**src/rtl/cic_pkg.sv**
```systemverilog
`default_nettype none
// +----------------------------------------------------------------------------+
// | Module   : cic_pkg                                                         |
// | Brief    : Shared defaults and FSM state encoding for the CIC comb block.  |
// | Revision : 1.0                                                             |
// +----------------------------------------------------------------------------+
package cic_pkg;

    localparam int c_W_DEF = 16;
    localparam int c_R_DEF = 8;
    localparam int c_M_DEF = 3;

    typedef logic [0:0] state_t;

    localparam state_t c_PRIME = 1'b0;
    localparam state_t c_RUN   = 1'b1;

endpackage
`default_nettype wire

```
**src/rtl/comb_stage.sv**
```systemverilog
`default_nettype none
// +----------------------------------------------------------------------------+
// | Module   : comb_stage                                                      |
// | Brief    : One token-driven comb section: y = x - x(previous token).      |
// | Revision : 1.0                                                             |
// +----------------------------------------------------------------------------+
module comb_stage
    import cic_pkg::*;
#(
    parameter int W = c_W_DEF
) (
    input  logic         clk,
    input  logic         rst,
    input  logic [W-1:0] i_x,
    input  logic         i_tok,
    output logic [W-1:0] o_y,
    output logic         o_tok
);

    logic [W-1:0] r_dly;
    logic [W-1:0] r_y;
    logic         r_tok;

    // Subtraction wraps modulo 2^W so integrator overflow cancels out.
    always_ff @(posedge clk) begin
        if (rst) begin
            r_dly <= '0;
            r_y   <= '0;
            r_tok <= 1'b0;
        end else begin
            r_tok <= i_tok;
            if (i_tok) begin
                r_dly <= i_x;
                r_y   <= i_x - r_dly;
            end
        end
    end

    assign o_y   = r_y;
    assign o_tok = r_tok;

endmodule
`default_nettype wire

```
**src/rtl/cic_comb_decimator.sv**
```systemverilog
`default_nettype none
// +----------------------------------------------------------------------------+
// | Module   : cic_comb_decimator                                              |
// | Brief    : Decimate-by-R sampler followed by an M-stage comb pipeline.     |
// | Revision : 1.0                                                             |
// +----------------------------------------------------------------------------+
module cic_comb_decimator
    import cic_pkg::*;
#(
    parameter int W = c_W_DEF,
    parameter int R = c_R_DEF,
    parameter int M = c_M_DEF
) (
    input  logic         clk,
    input  logic         rst,
    input  logic [W-1:0] din,
    input  logic         din_valid,
    output logic [W-1:0] dout,
    output logic         dout_valid,
    input  logic         dout_ready,
    output logic         overrun,
    input  logic         overrun_clr
);

    localparam int c_CW = (R > 1) ? $clog2(R) : 1;
    localparam int c_PW = 3;
    localparam logic [c_CW-1:0] c_LAST  = c_CW'(R - 1);
    localparam logic [c_PW-1:0] c_PLAST = c_PW'(M - 1);

    logic [c_CW-1:0]       r_cnt;
    logic [W-1:0]          r_s0;
    logic                  r_t0;
    logic                  w_strobe;
    logic [M:0][W-1:0]     w_x;
    logic [M:0]            w_tok;
    logic                  w_res;
    logic                  w_load;
    logic                  w_hs;
    logic                  w_ovr_set;
    state_t                r_state;
    logic [c_PW-1:0]       r_prime_cnt;
    logic [W-1:0]          r_dout;
    logic                  r_dout_valid;
    logic                  r_overrun;

    assign w_strobe = din_valid && !rst && (r_cnt == c_LAST);

    always_ff @(posedge clk) begin
        if (rst) begin
            r_cnt <= '0;
            r_s0  <= '0;
            r_t0  <= 1'b0;
        end else begin
            r_t0 <= w_strobe;
            if (din_valid) begin
                r_cnt <= (r_cnt == c_LAST) ? '0 : r_cnt + 1'b1;
            end
            if (w_strobe) begin
                r_s0 <= din;
            end
        end
    end

    assign w_x[0]   = r_s0;
    assign w_tok[0] = r_t0;

    for (genvar k = 0; k < M; k++) begin : g_stage
        comb_stage #(
            .W (W)
        ) u_stage (
            .clk   (clk),
            .rst   (rst),
            .i_x   (w_x[k]),
            .i_tok (w_tok[k]),
            .o_y   (w_x[k+1]),
            .o_tok (w_tok[k+1])
        );
    end

    assign w_res     = w_tok[M];
    assign w_load    = w_res && (r_state == c_RUN);
    assign w_hs      = r_dout_valid && dout_ready;
    assign w_ovr_set = w_load && r_dout_valid && !dout_ready;

    // The first M results still carry zero-initialised delay history.
    always_ff @(posedge clk) begin
        if (rst) begin
            r_state      <= c_PRIME;
            r_prime_cnt  <= '0;
            r_dout       <= '0;
            r_dout_valid <= 1'b0;
            r_overrun    <= 1'b0;
        end else begin
            if (w_res && (r_state == c_PRIME)) begin
                if (r_prime_cnt == c_PLAST) begin
                    r_state     <= c_RUN;
                    r_prime_cnt <= '0;
                end else begin
                    r_prime_cnt <= r_prime_cnt + 1'b1;
                end
            end
            if (w_load) begin
                r_dout       <= w_x[M];
                r_dout_valid <= 1'b1;
            end else if (w_hs) begin
                r_dout_valid <= 1'b0;
            end
            if (w_ovr_set) begin
                r_overrun <= 1'b1;
            end else if (overrun_clr) begin
                r_overrun <= 1'b0;
            end
        end
    end

    assign dout       = r_dout;
    assign dout_valid = r_dout_valid;
    assign overrun    = r_overrun;

endmodule
`default_nettype wire

```
**config.mk**
```make
export PLATFORM = sky130hd
export DESIGN_NAME = cic_comb_decimator
export DESIGN_NICKNAME = d
export VERILOG_FILES = /design/src/rtl/cic_pkg.sv /design/src/rtl/comb_stage.sv /design/src/rtl/cic_comb_decimator.sv
export SDC_FILE = /design/constraint.sdc
export NUM_CORES = 1
export LEC_CHECK = 0
export CORE_ASPECT_RATIO = 1.25
export CORE_MARGIN = 2
export CORE_UTILIZATION = 51
export DETAILED_ROUTE_END_ITERATION = 16
export GPL_TIMING_DRIVEN = 0
export PLACE_DENSITY = 0.72
export RECOVER_POWER = 50
export SLEW_MARGIN = 20
export SYNTH_ARGS = -nofsm -noshare
export SYNTH_HDL_FRONTEND = slang
export SYNTH_SLANG_ARGS = --single-unit
```
**constraint.sdc**
```tcl
create_clock -name clk -period 2.7 [get_ports clk]
set_input_delay 0.54 -clock clk [delete_from_list [all_inputs] [get_ports clk]]
set_output_delay 0.54 -clock clk [all_outputs]
set_load 0.01 [all_outputs]
```
==> results.md <==
- Between clock sinks in the finished design, the worst skew comes to 0.00481 ns.
- The global routing usage on met1 is 0.240.
- Based on the critical path, the design can be clocked at up to 0.397 GHz.
- The global-route track usage on met3 is 0.0494.
- The number of enable flip-flop cells after synthesis is 0.
- At the end of routability-driven placement, the weighted congestion stood at 0.841.
- From synthesis to final layout, the design area changed by 16.0%.
- For this run, the total global-route usage over all layers was measured as 0.216.
- The hold violation total from the final report came to 0.
- The layer with the highest usage is met2.
- Post-CTS repair changed the size of 0 cells.
- The transition at the pin with the smallest max-transition slack is 0.799 ns.
- The sort of element at the start of the critical path is a flip-flop.
- In this run the number of H-tree levels came out at 4.
- The total vias in the final route is 5688.
- The detailed-route wire length is 15100 um.
- The number of detailed-routing iterations run before antenna repair is 5.
- The nature of the critical path endpoint is a flip-flop.
- The filler cells instantiated in the layout total 1202.
- Across the run, the number of max-cap violations was 0.
- The number of placed instances, taps included, is 1024.
- No sink is reached through more buffers than the 2 on the longest clock path.
- Walking the worst path, the cells encountered are inv_1 -> ha_1 -> fa_1 -> nand2b_1 -> a21oi_1 -> o211ai_1 -> a211oi_1 -> nor4_1 -> or3_1.
- The die span in x is 110 um.
- The setup path with the least slack is of type flip-flop to flip-flop.
- The most used flip-flop cell after synthesis is sky130_fd_sc_hd__dfxtp_1.
- In this run the core area contains 48 standard-cell rows.
- The power share of the sequential group is 0.476.
- The max-slew violation count is 0.
- After synthesis, the netlist uses 63 different library cells.
- The period utilization is 0.934.
- Hold repair after CTS inserted 0 buffers.
- After synthesis the cells add up to 7130 um2.
- The first global-routing pass estimated 24900 um of wire.
- Setup repair after global routing left no endpoint under its margin.
- The initial core utilization is 0.519.
- In the synthesized netlist the async set-or-reset flop fraction comes to 0.
- The delay of the slowest cell on the worst path is 0.40 ns.
- The cell chosen for the clock root is sky130_fd_sc_hd__clkbuf_16.
- The source-to-sink clock delay at the later pin of the worst-skew pair is 0.43 ns.
- Of the total power, the share spent switching nets is 0.202.
- The share of total power dissipated in combinational logic is 0.021.
- The via count of the first global-routing pass came to 5349.
- The detailed-placement wirelength estimate is 11100 um.
- The initial antenna violation count was 0.
- Clock tree synthesis inserted a total of 17 buffers.
- In the layout the commonest cells are sky130_fd_sc_hd__dfxtp_1, sky130_fd_sc_hd__nor2_1, sky130_fd_sc_hd__nand2_1.
- After technology mapping, the gate count stands at 813.
- The clock power share is 0.503.
- For this run, the number of Yosys warnings is 0.
- The cell leakage power is 3.20 nW.
- The total area inside the core boundary comes to 13800 um2.
- Using the TritonRoute via totals, the vias-per-cell ratio works out to 5.39.
- The run finished with clean final reports.
- The cell with the biggest individual delay on the critical path is sky130_fd_sc_hd__fa_1.
- The worst-case IR drop observed on VDD is 0.000379 V.
- The final design utilization is 0.602.
- Clock-pin slew was measured on the worst setup and hold paths at 0.06 ns.
- The net switching power is 886 uW.
- The count of boundary I/O pins is 39.
- In this run the tool buffered the top-level ports with 36 buffer cells.
- TritonCTS built the clock tree.
- The path type of the worst min-delay path is flip-flop to flip-flop.
- The flip-flop and latch count after synthesis is 141.
- Entering global routing, the biggest net connects 17 pins.
- After the last flow step, the layout net total stands at 939.
- Measured along the y axis, the die boundary spans 136 um.
- After detailed routing, the number of remaining DRC violations is 0.
- For this run, the register share of the synthesized area comes to 0.396.
- CTS saw 141 sinks.
- The detail route stage leaves a number of antenna-violating nets equal to 0.
- The top fanout value on the critical path is 4.
- A synthesized cell averages 8.78 um2.
- Global routing finished with a remaining overflow of 0.
- The area of the multi-input gates is 3960 um2.
- In the final layout, the share of cells above drive strength 1 is 0.0477.
- Internal power comes to 3.50 mW.
- The die area is 15000 um2.
- The finished layout holds 1056 standard cells, fillers aside.
- In the final layout, flip-flops and latches occupy 2820 um2.
- The endpoint arrival time on the critical path is 2.83 ns.
- The diode insertion count for antenna repair is 0.
- The library cell used most frequently in the layout, excluding fill and tap cells, is sky130_fd_sc_hd__dfxtp_1.
- Adding up every negative setup slack in the final design gives 0 ns.
- After the first detailed-routing iteration, the DRC count stood at 209.
- Setup violations remaining at the end of the flow were counted as 0.
- The post-CTS setup repair buffer count is 0.
- The wire length per cell after detailed routing is 14.3 um.
- The tightest slew margin relative to the limit is 0.468.
- The clock period could shrink to 2.52 ns.
- In the global route stage, met2 resource usage came out at 0.379.
- The number of nets handed over by synthesis was 884.
- At the worst endpoint, the required time is 3.01 ns.
- The power density of the placed cells is 529 nW/um2.
[area by class of cell]
class | instances | share of cell area
multi-input combinational | 578 | 0.478
buffer | 37 | 0.0168
clock buffer | 25 | 0.0611
tap | 175 | 0.0264
clock inverter | 7 | 0.00725
inverter | 57 | 0.0258
sequential | 141 | 0.341
timing repair buffer | 36 | 0.0435
[through the flow]
step                      cell area, um2  total power [mW]  hold slack, ns  worst slack, ns
after global routing                8280              4.53           0.464           0.0506
final                               8280              4.38           0.447            0.179
after floorplan                     7130              2.17           0.427            0.465
after detailed placement            7710              2.22           0.443          -0.0951
after CTS                           8280              4.42           0.451            0.180
after global placement              7710              2.22           0.436           -0.125
[logic make-up (layout without fill, tap and decap cells)]
family,after synthesis,in the layout,synth area share
DFF,141,141,0.396
xor gates and xnor gates,28,28,0.0344
buffers and inverters,94,162,0.0495
AOI/OAI and AO/OA,189,189,0.182
and+or+nand+nor,249,249,0.160
adders and majority gates,50,50,0.0908
muxes,62,62,0.0872
[synthesized netlist by cell type (4+ instances only)]
cell type,instances,area share
sky130_fd_sc_hd__xnor2_1,12,0.015
sky130_fd_sc_hd__mux2i_1,61,0.086
sky130_fd_sc_hd__nand2_1,66,0.035
sky130_fd_sc_hd__a22o_1,20,0.025
sky130_fd_sc_hd__or3_1,6,0.0053
sky130_fd_sc_hd__a211oi_1,11,0.012
sky130_fd_sc_hd__nor2b_1,12,0.011
sky130_fd_sc_hd__nand3_1,11,0.0077
sky130_fd_sc_hd__o211ai_1,5,0.0053
sky130_fd_sc_hd__nand2b_1,12,0.011
sky130_fd_sc_hd__inv_1,56,0.029
sky130_fd_sc_hd__a21oi_1,49,0.034
sky130_fd_sc_hd__o21ai_0,24,0.017
sky130_fd_sc_hd__o21a_1,12,0.013
sky130_fd_sc_hd__and2_1,5,0.0044
sky130_fd_sc_hd__buf_1,11,0.0058
sky130_fd_sc_hd__nor3b_1,8,0.0084
sky130_fd_sc_hd__o31ai_1,4,0.0042
sky130_fd_sc_hd__nor2_1,103,0.054
sky130_fd_sc_hd__dfxtp_1,141,0.40
sky130_fd_sc_hd__nor3_1,7,0.0049
sky130_fd_sc_hd__a21o_1,14,0.015
sky130_fd_sc_hd__o31a_1,4,0.0049
sky130_fd_sc_hd__xor2_1,16,0.020
sky130_fd_sc_hd__ha_1,47,0.082
sky130_fd_sc_hd__o22ai_1,4,0.0035
sky130_fd_sc_hd__nand4_1,4,0.0035
sky130_fd_sc_hd__clkbuf_1,26,0.014
sky130_fd_sc_hd__a31oi_1,8,0.0070
[metal layers]
metal | up-vias | wire (um)
li1 | 2972 | -
met1 | 2577 | 6450
met2 | 101 | 7610
met3 | 38 | 473
met4 | 0 | 520
met5 | - | 0
[path summary, 6_finish.rpt]
kind	start	end	slack (ns)	depth (start not counted)
worst max register to register	g_stage[1].u_stage.o_y[0]	g_stage[2].u_stage.o_y[12]	0.18	9
worst min register to register	dout[4]	dout[4]	0.45	2
worst max-delay path	g_stage[1].u_stage.o_y[0]	g_stage[2].u_stage.o_y[12]	0.18	9
worst min-delay path	dout[4]	dout[4]	0.45	2
[power groups by stage]
stage	registers (mW)	logic, mW	clock network, mW
CTS	2.09	0.0935	2.24
global placement	2.13	0.0927	0
floorplan	2.13	0.0401	0
global route	2.09	0.101	2.34
detailed placement	2.13	0.0929	0
finish	2.09	0.0918	2.20
[worst max-delay path, delay by kind of cell, from the launching register on]
family	cells	cell delay (ns)
adders and majority gates	2	0.62
AOI/OAI and AO/OA	3	0.74
buffers and inverters	1	0.06
DFF	1	0.35
and+or+nand+nor	3	0.62
[state kept, by name, summed over array words and instances (netlist names)]
name	count
r_t0	1
g_stage.u_stage.o_tok	3
g_stage.u_stage.o_y	48
r_cnt	3
r_prime_cnt	3
dout	16
dout_valid	1
r_state	1
r_s0	16
g_stage.u_stage.r_dly	48
overrun	1
(Power assumes the default switching activity.)
